<file path="src/rtl/carus_sram_obi_bridge.sv">
// carus_sram_obi_bridge: OBI slave front-end for a Carus SRAM bank.
// Converts OBI requests into single-cycle bank accesses, buffers the
// one-cycle-latency responses behind rready_i, and sequences bank retention.
// Optional feature macro: CARUS_SRAM_BRIDGE_RETENTION_EN (retention FSM).
module carus_sram_obi_bridge #(
  parameter int unsigned NUM_WORDS   = 1024,
  parameter int unsigned RSP_DEPTH   = 2,
  parameter int unsigned WAKE_CYCLES = 1,
  localparam int unsigned AddrWidth  = (NUM_WORDS > 1) ? $clog2(NUM_WORDS) : 1
) (
  input  logic                 clk_i,
  input  logic                 rst_ni,
  input  logic                 req_i,
  output logic                 gnt_o,
  input  logic [31:0]          addr_i,
  input  logic                 we_i,
  input  logic [3:0]           be_i,
  input  logic [31:0]          wdata_i,
  output logic                 rvalid_o,
  input  logic                 rready_i,
  output logic [31:0]          rdata_o,
  output logic                 sram_req_o,
  output logic                 sram_we_o,
  output logic [AddrWidth-1:0] sram_addr_o,
  output logic [31:0]          sram_wdata_o,
  output logic [3:0]           sram_be_o,
  output logic                 sram_set_retentive_no,
  input  logic [31:0]          sram_rdata_i,
  input  logic                 ret_req_i,
  output logic                 ret_ack_o
);

  localparam int unsigned CntWidth = $clog2(RSP_DEPTH + 1);
  localparam int unsigned PtrWidth = (RSP_DEPTH > 1) ? $clog2(RSP_DEPTH) : 1;

  logic                accept_c;
  logic [CntWidth-1:0] cnt_q;
  logic                inflight_q;
  logic                inflight_we_q;
  logic [31:0]         fifo_mem_q [RSP_DEPTH];
  logic [PtrWidth-1:0] wr_ptr_q;
  logic [PtrWidth-1:0] rd_ptr_q;
  logic [CntWidth-1:0] fifo_cnt_q;
  logic                fifo_empty_c;
  logic [31:0]         rsp_data_c;
  logic                push_c;
  logic                pop_c;
  logic                rsp_done_c;
  logic                unused_c;

  // Request path: grant only when a response slot is guaranteed
  assign gnt_o        = req_i && accept_c && (cnt_q < CntWidth'(RSP_DEPTH));
  assign sram_req_o   = gnt_o;
  assign sram_we_o    = we_i;
  assign sram_be_o    = be_i;
  assign sram_wdata_o = wdata_i;
  assign sram_addr_o  = addr_i[AddrWidth+1:2];

  // Response path: bypass when FIFO empty, otherwise FIFO head leads
  assign fifo_empty_c = (fifo_cnt_q == '0);
  assign rsp_data_c   = inflight_we_q ? 32'h0 : sram_rdata_i;
  assign rvalid_o     = fifo_empty_c ? inflight_q : 1'b1;
  assign rdata_o      = !fifo_empty_c ? fifo_mem_q[rd_ptr_q] :
                        (inflight_q ? rsp_data_c : 32'h0);
  assign push_c       = inflight_q && !(fifo_empty_c && rready_i);
  assign pop_c        = !fifo_empty_c && rready_i;
  assign rsp_done_c   = rvalid_o && rready_i;

  // In-flight access tracking and outstanding-transaction credit counter
  always_ff @(posedge clk_i or negedge rst_ni) begin
    if (!rst_ni) begin
      inflight_q    <= 1'b0;
      inflight_we_q <= 1'b0;
      cnt_q         <= '0;
    end else begin
      inflight_q    <= gnt_o;
      inflight_we_q <= gnt_o && we_i;
      case ({gnt_o, rsp_done_c})
        2'b10:   cnt_q <= cnt_q + CntWidth'(1);
        2'b01:   cnt_q <= cnt_q - CntWidth'(1);
        default: cnt_q <= cnt_q;
      endcase
    end
  end

  // Response FIFO storage and pointers
  always_ff @(posedge clk_i or negedge rst_ni) begin
    if (!rst_ni) begin
      for (int i = 0; i < int'(RSP_DEPTH); i++) fifo_mem_q[i] <= 32'h0;
      wr_ptr_q   <= '0;
      rd_ptr_q   <= '0;
      fifo_cnt_q <= '0;
    end else begin
      if (push_c) begin
        fifo_mem_q[wr_ptr_q] <= rsp_data_c;
        wr_ptr_q <= (wr_ptr_q == PtrWidth'(RSP_DEPTH - 1)) ? '0 : wr_ptr_q + PtrWidth'(1);
      end
      if (pop_c) begin
        rd_ptr_q <= (rd_ptr_q == PtrWidth'(RSP_DEPTH - 1)) ? '0 : rd_ptr_q + PtrWidth'(1);
      end
      case ({push_c, pop_c})
        2'b10:   fifo_cnt_q <= fifo_cnt_q + CntWidth'(1);
        2'b01:   fifo_cnt_q <= fifo_cnt_q - CntWidth'(1);
        default: fifo_cnt_q <= fifo_cnt_q;
      endcase
    end
  end

`ifdef CARUS_SRAM_BRIDGE_RETENTION_EN
  localparam int unsigned WakeWidth = (WAKE_CYCLES > 1) ? $clog2(WAKE_CYCLES) : 1;

  typedef enum logic [1:0] {
    ACTIVE = 2'd0,
    DRAIN  = 2'd1,
    RETAIN = 2'd2,
    WAKE   = 2'd3
  } state_e;

  state_e               state_q;
  state_e               state_d;
  logic [WakeWidth-1:0] wake_cnt_q;
  logic                 wake_done_c;

  assign wake_done_c = (wake_cnt_q == WakeWidth'(WAKE_CYCLES - 1));
  assign unused_c    = ^addr_i;

  // Retention state register and wake-up cycle counter
  always_ff @(posedge clk_i or negedge rst_ni) begin
    if (!rst_ni) begin
      state_q    <= ACTIVE;
      wake_cnt_q <= '0;
    end else begin
      state_q    <= state_d;
      wake_cnt_q <= (state_q == WAKE) ? wake_cnt_q + WakeWidth'(1) : '0;
    end
  end

  // Next-state logic: drain outstanding accesses before entering retention
  always_comb begin
    state_d = state_q;
    case (state_q)
      ACTIVE:  if (ret_req_i) state_d = DRAIN;
      DRAIN: begin
        if (!ret_req_i)        state_d = ACTIVE;
        else if (cnt_q == '0)  state_d = RETAIN;
      end
      RETAIN:  if (!ret_req_i) state_d = WAKE;
      WAKE:    if (wake_done_c) state_d = ACTIVE;
      default: state_d = ACTIVE;
    endcase
  end

  // State-decoded outputs; a new retention request blocks grants at once
  always_comb begin
    accept_c              = 1'b0;
    ret_ack_o             = 1'b0;
    sram_set_retentive_no = 1'b1;
    case (state_q)
      ACTIVE: accept_c = !ret_req_i;
      RETAIN: begin
        ret_ack_o             = 1'b1;
        sram_set_retentive_no = 1'b0;
      end
      default: ;
    endcase
  end
`else
  assign accept_c              = 1'b1;
  assign ret_ack_o             = 1'b0;
  assign sram_set_retentive_no = 1'b1;
  assign unused_c              = ^{addr_i, ret_req_i};
`endif

endmodule

</file>
<file path="config.mk">
export PLATFORM = sky130hd
export DESIGN_NAME = carus_sram_obi_bridge
export DESIGN_NICKNAME = d
export VERILOG_FILES = /design/src/rtl/carus_sram_obi_bridge.sv
export SDC_FILE = /design/constraint.sdc
export NUM_CORES = 1
export LEC_CHECK = 0
export CORE_ASPECT_RATIO = 1.5
export CORE_MARGIN = 4
export CORE_UTILIZATION = 43
export CTS_CLUSTER_DIAMETER = 30
export DETAILED_ROUTE_END_ITERATION = 8
export PLACE_DENSITY = 0.95
export SKIP_CTS_REPAIR_TIMING = 1
export SYNTH_ARGS = -nofsm -noshare
export SYNTH_HDL_FRONTEND = slang
export SYNTH_SLANG_ARGS = --single-unit
</file>
<file path="constraint.sdc">
create_clock -name clk_i -period 3.7 [get_ports clk_i]
set_input_delay 0.37 -clock clk_i [delete_from_list [all_inputs] [get_ports clk_i]]
set_output_delay 0.37 -clock clk_i [all_outputs]
set_load 0.02 [all_outputs]
</file>
; ---- After elaboration in Yosys (flattened, before gate mapping)
; Cells that the tools add are included.
[word_totals]
regBits = 72
out_inout_bits = 84
word_cells = 50
[op_classes]
n_addsub = 6
n_lt_le_gt_ge = 4
eq_ne = 4
muxes = 14
bitwise = 2
reduce_logical = 12
[op_table]
columns = operator, n
row1 = $mux 32, 7
row2 = $bwmux 64, 1
row3 = $demux 32 s1, 1
row4 = $pmux 2 s2, 2
row5 = $logic_and 1x1->1, 7
row6 = $add 2x1->2 const B, 2
row7 = $eq 2x1->1 const B, 2
row8 = $eq 2x2->1 const B, 2
row9 = $ge 2x2->1 const B, 2
row10 = $not 1->2, 2
row11 = $reduce_bool 2->1, 2
row12 = $sub 2x1->2 const B, 2
row13 = $mux 1, 3
row14 = $add 1x1->1 const B, 2
row15 = $logic_not 1->1, 2
row16 = $logic_not 2->1, 1
row17 = $lt 2x1->1 const B, 1
row18 = $lt 2x2->1 const B, 1

; ---- Depth between registers and ports, before layout
[logic_depth]
word_depth = 6
ltp_mapped = 6

; ---- Worst setup path after synthesis
; Ideal clock, no wire load.
[synth_path]
path_kind = reg2out
startpoint = register inflight_we_q
endpoint = output rdata_o[0]
arrival_ps = 1398
required_time_ps = 3330
slack_ps = 1932
stages_incl_launch_ff = 5
n_path_buf = 1
path_cell_list = dfrtp_1 > nand2b_1 > nor3_1 > clkbuf_1 > o2bb2ai_1
[synth_via]
elab_chain_len = 3
[synth_lines]
columns = item, line_no
row1 = "start, declared", 39  ; logic inflight_we_q;
row2 = "start signal, assigned", 77  ; inflight_we_q <= gnt_o && we_i;
row3 = $mux 32, 61  ; assign rsp_data_c = inflight_we_q ? 32'h0 : sram_rdata_i;
row4 = $mux 32, 64  ; (inflight_q ? rsp_data_c : 32'h0);
row5 = $mux 32, 63  ; assign rdata_o = !fifo_empty_c ? fifo_mem_q[rd_ptr_q] :
row6 = "end, declared", 21  ; output logic [31:0] rdata_o,
; Every way passes these cells.

; ---- Worst setup path in the final report
[layout_path]
startpoint = register rd_ptr_q
endpoint = output rdata_o[15]
[layout_via]
elab_chain_len = 5
[layout_lines]
columns = item, line_no
row1 = "start, declared", 42  ; logic [PtrWidth-1:0] rd_ptr_q;
row2 = "start signal, assigned", 99  ; rd_ptr_q <= (rd_ptr_q == PtrWidth'(RSP_DEPTH - 1)) ? '0 : rd_ptr_q + PtrWidth'(1);
row3 = $not 1->2 (not written as such), 63
row4 = $mux 32 (not written as such) (3 in a row), 63
row5 = $mux 32, 63
; Every way passes these cells. The select of a mux whose other input is x is not followed.

==> impl_metrics.toml <==
[outcome]
status = "complete, no violations"

[logic_synthesis]
synthCells = 302
syn_area_per_cell_um2 = 12.2
synthMuxAreaShare_pct = 8.72
synth-seq-cells = 72
synth-simple-area-share_pct = 2.83
seq_area_frac_synth_pct = 49.0
synth_warnings = 0
synthesis.area_mm2 = 0.00367
synth_top_family_by_area = "compound AO/OA/AOI/OAI gates"
post_synth_num_cell_types = 25
synthAdderAreaFrac_pct = 0.681
synth-compound-area-share_pct = 22.9
ys.flop_type = "dfrtp_1"
async_reset_ff_share_pct = 100
synth_edf_count = 0
synth_xor_area_share_pct = 1.91
syn_nets = 410

[pwr]
power.density_mw_per_mm2 = 991
seqPwrFrac_pct = 33.3
power.leakage_uw = 0.00191
switching_share_pct = 36.3
p_switching_uw = 1580
ir_worst_vdd_mv = 0.549
combPwrFrac_pct = 47.1
p_clk_share_pct = 19.6
internal-power_uw = 2770

[setup_path]
crit_path_start_kind = "flip-flop"
cp_top_family = "flip-flops"
reg2reg_depth = 4
max_stage_delay_ns = 1.04
reg2reg_from = "fifo_cnt_q[0]"
cp.buffers_inverters = 1
reg2reg_slack_ns = 1.59
crit_type = "reg -> out"
crit_path_start = "rd_ptr_q"
critPathMaxFanout = 33
crit_arrival_ns = 2.44
cp.required_ns = 3.33
slowest_stage = "dfrtp_2"
end_kind = "output port"
reg2reg_to = "fifo_mem_q[17]"
cp.depth = 3
cp_cell_sequence = "mux2i_1, o2bb2ai_1, clkdlybuf4s50_1"

[timing]
relSlewSlack_pct = 31.4
drv_slew = 0
fin_crit_sh_pct = 76.0
tns_ns = 0
worst_slew_pin_slew_ns = 1.03
fin_ws_ns = 0.889
layout_min_cycle_time_ns = 2.81
skew_ns = 0.00588
rsz0062_at_grt = "false"
finalSetupViolCount = 0
final-hold-violation-count = 0
max_freq_mhz = 356

[place]
dp.cells = 416
dp_hpwl_um = 5490
dp_slack_ns = 1.22
port_buffers = 72
gp_congestion = 0.731

[cells_and_area]
nNetsFinal = 428
area_delta_synth_final_pct = 19.8
n_antenna_cell = 0
most-common-layout-cells = "dfrtp_1, clkdlybuf4s50_1, a22o_1"
instances_no_fill = 431
drive_gt1_share_pct = 8.64
fill_cells = 743
fin_util_pct = 52.6

[die]
dieWidth_um = 83.5
start_util_pct = 43.9
fp.coreArea_mm2 = 0.00836
boundaryPins = 190
die_h_um = 121
fp-row-count = 41
dieArea_mm2 = 0.0101

[grt]
overflow = 0
grt_pass1_wl_um = 13600
antenna_found_initial = 0
grt_max_degree = 73
first_global_vias = 2660
grtUsageTotal_pct = 16.9

[clock_network]
clkLatencyLatePin_ns = 0.32
cts_tree = "built"
numClockSinks = 72
h-tree-depth = 3
numCtsBuffers = 9
clk_path_buf_depth = 2
clkSlewWorstSetupHoldPaths_ns = 0.06
clock-root-buffer = "clkbuf_16"

[detailed_routing]
dr.pass1.iters = 4
avgViaCountPerCell = 5.77
drc = 0
antenna_left = 0
drt_iter0_drc = 114
wire_per_inst_um = 19.3
routed_wl_um = 8330
vias = 2486

[min_path]
min_path_type = "in -> async"

[flow_run]
cap_violations = 0
[final cells by class]
type / count / area, um^2 / share of cell area, %
multi-input cells: 156 / 1380 / 31.4
clock inverters: 3 / 42.5 / 0.967
clock buffers: 12 / 256 / 5.83
flip-flops and latches: 72 / 1800 / 41.0
inverters: 1 / 3.75 / 0.0853
repair buffers: 80 / 778 / 17.7
well taps: 107 / 134 / 3.04
[routing by layer]
layer	global-route usage, %	share of wire (%)	up-vias
met5	0	0	-
met3	4.01	4.9	35
met4	8.35	3.7	0
met1	19.6	40	1270
met2	29.0	51	58
li1	-	-	1123
[cell usage after synthesis (all sizes together), types with 2 or more instances]
| cell type | number | area share, % |
|---|---|---|
| conb | 2 | 0.20 |
| a22o | 64 | 15 |
| ha | 2 | 0.68 |
| xnor2 | 5 | 1.2 |
| dfrtp | 72 | 49 |
| buf | 66 | 13 |
| and2 | 2 | 0.34 |
| o2bb2ai | 32 | 7.6 |
| mux2i | 32 | 8.7 |
| clkbuf | 7 | 0.72 |
| nor2 | 3 | 0.31 |
| nand2b | 2 | 0.34 |
| xor2 | 3 | 0.72 |
[sequential cells by signal, summed over array words and instances, names as in the netlist]
register	count
inflight_q	1
inflight_we_q	1
wr_ptr_q	1
fifo_mem_q	64
cnt_q	2
rd_ptr_q	1
fifo_cnt_q	2
[power by group through the flow]
| stage | sequential [uW] | clock (uW) | combinational (uW) |
|---|---|---|---|
| 6_report | 1450 | 854 | 2050 |
| 5_1_grt | 1500 | 907 | 2190 |
| 4_1_cts | 1450 | 872 | 2070 |
| 3_5_place_dp | 1460 | 0 | 2060 |
| 3_3_place_gp | 1430 | 0 | 2010 |
| 2_1_floorplan | 1300 | 0 | 1470 |
[cell families after synthesis]
kind of cell | after synthesis
buffers and inverters | 74
AOI/OAI and AO/OA | 96
other | 2
adders and majority gates | 2
and+or+nand+nor | 16
xor gates and xnor gates | 8
muxes | 32
DFF | 72
[stage by stage]
stage | hold WS (ns) | power [uW] | cell area [um^2]
after detailed placement | 0.459 | 3520 | 4100
after global placement | 0.448 | 3440 | 4100
after global routing | 0.246 | 4600 | 4400
after CTS | 0.202 | 4400 | 4400
after floorplan | 0.0744 | 2760 | 3670
final | 0.163 | 4360 | 4400
[how the worst max path moves through the flow]
stage                           to  slack, ns
global route           rdata_o[14]       0.78
finish                 rdata_o[15]       0.89
CTS                    rdata_o[10]       0.86
floorplan               rdata_o[0]       1.93
global placement    fifo_mem_q[62]       1.24
detailed placement  fifo_mem_q[23]       1.22
Power figures use the tool's default switching activity.
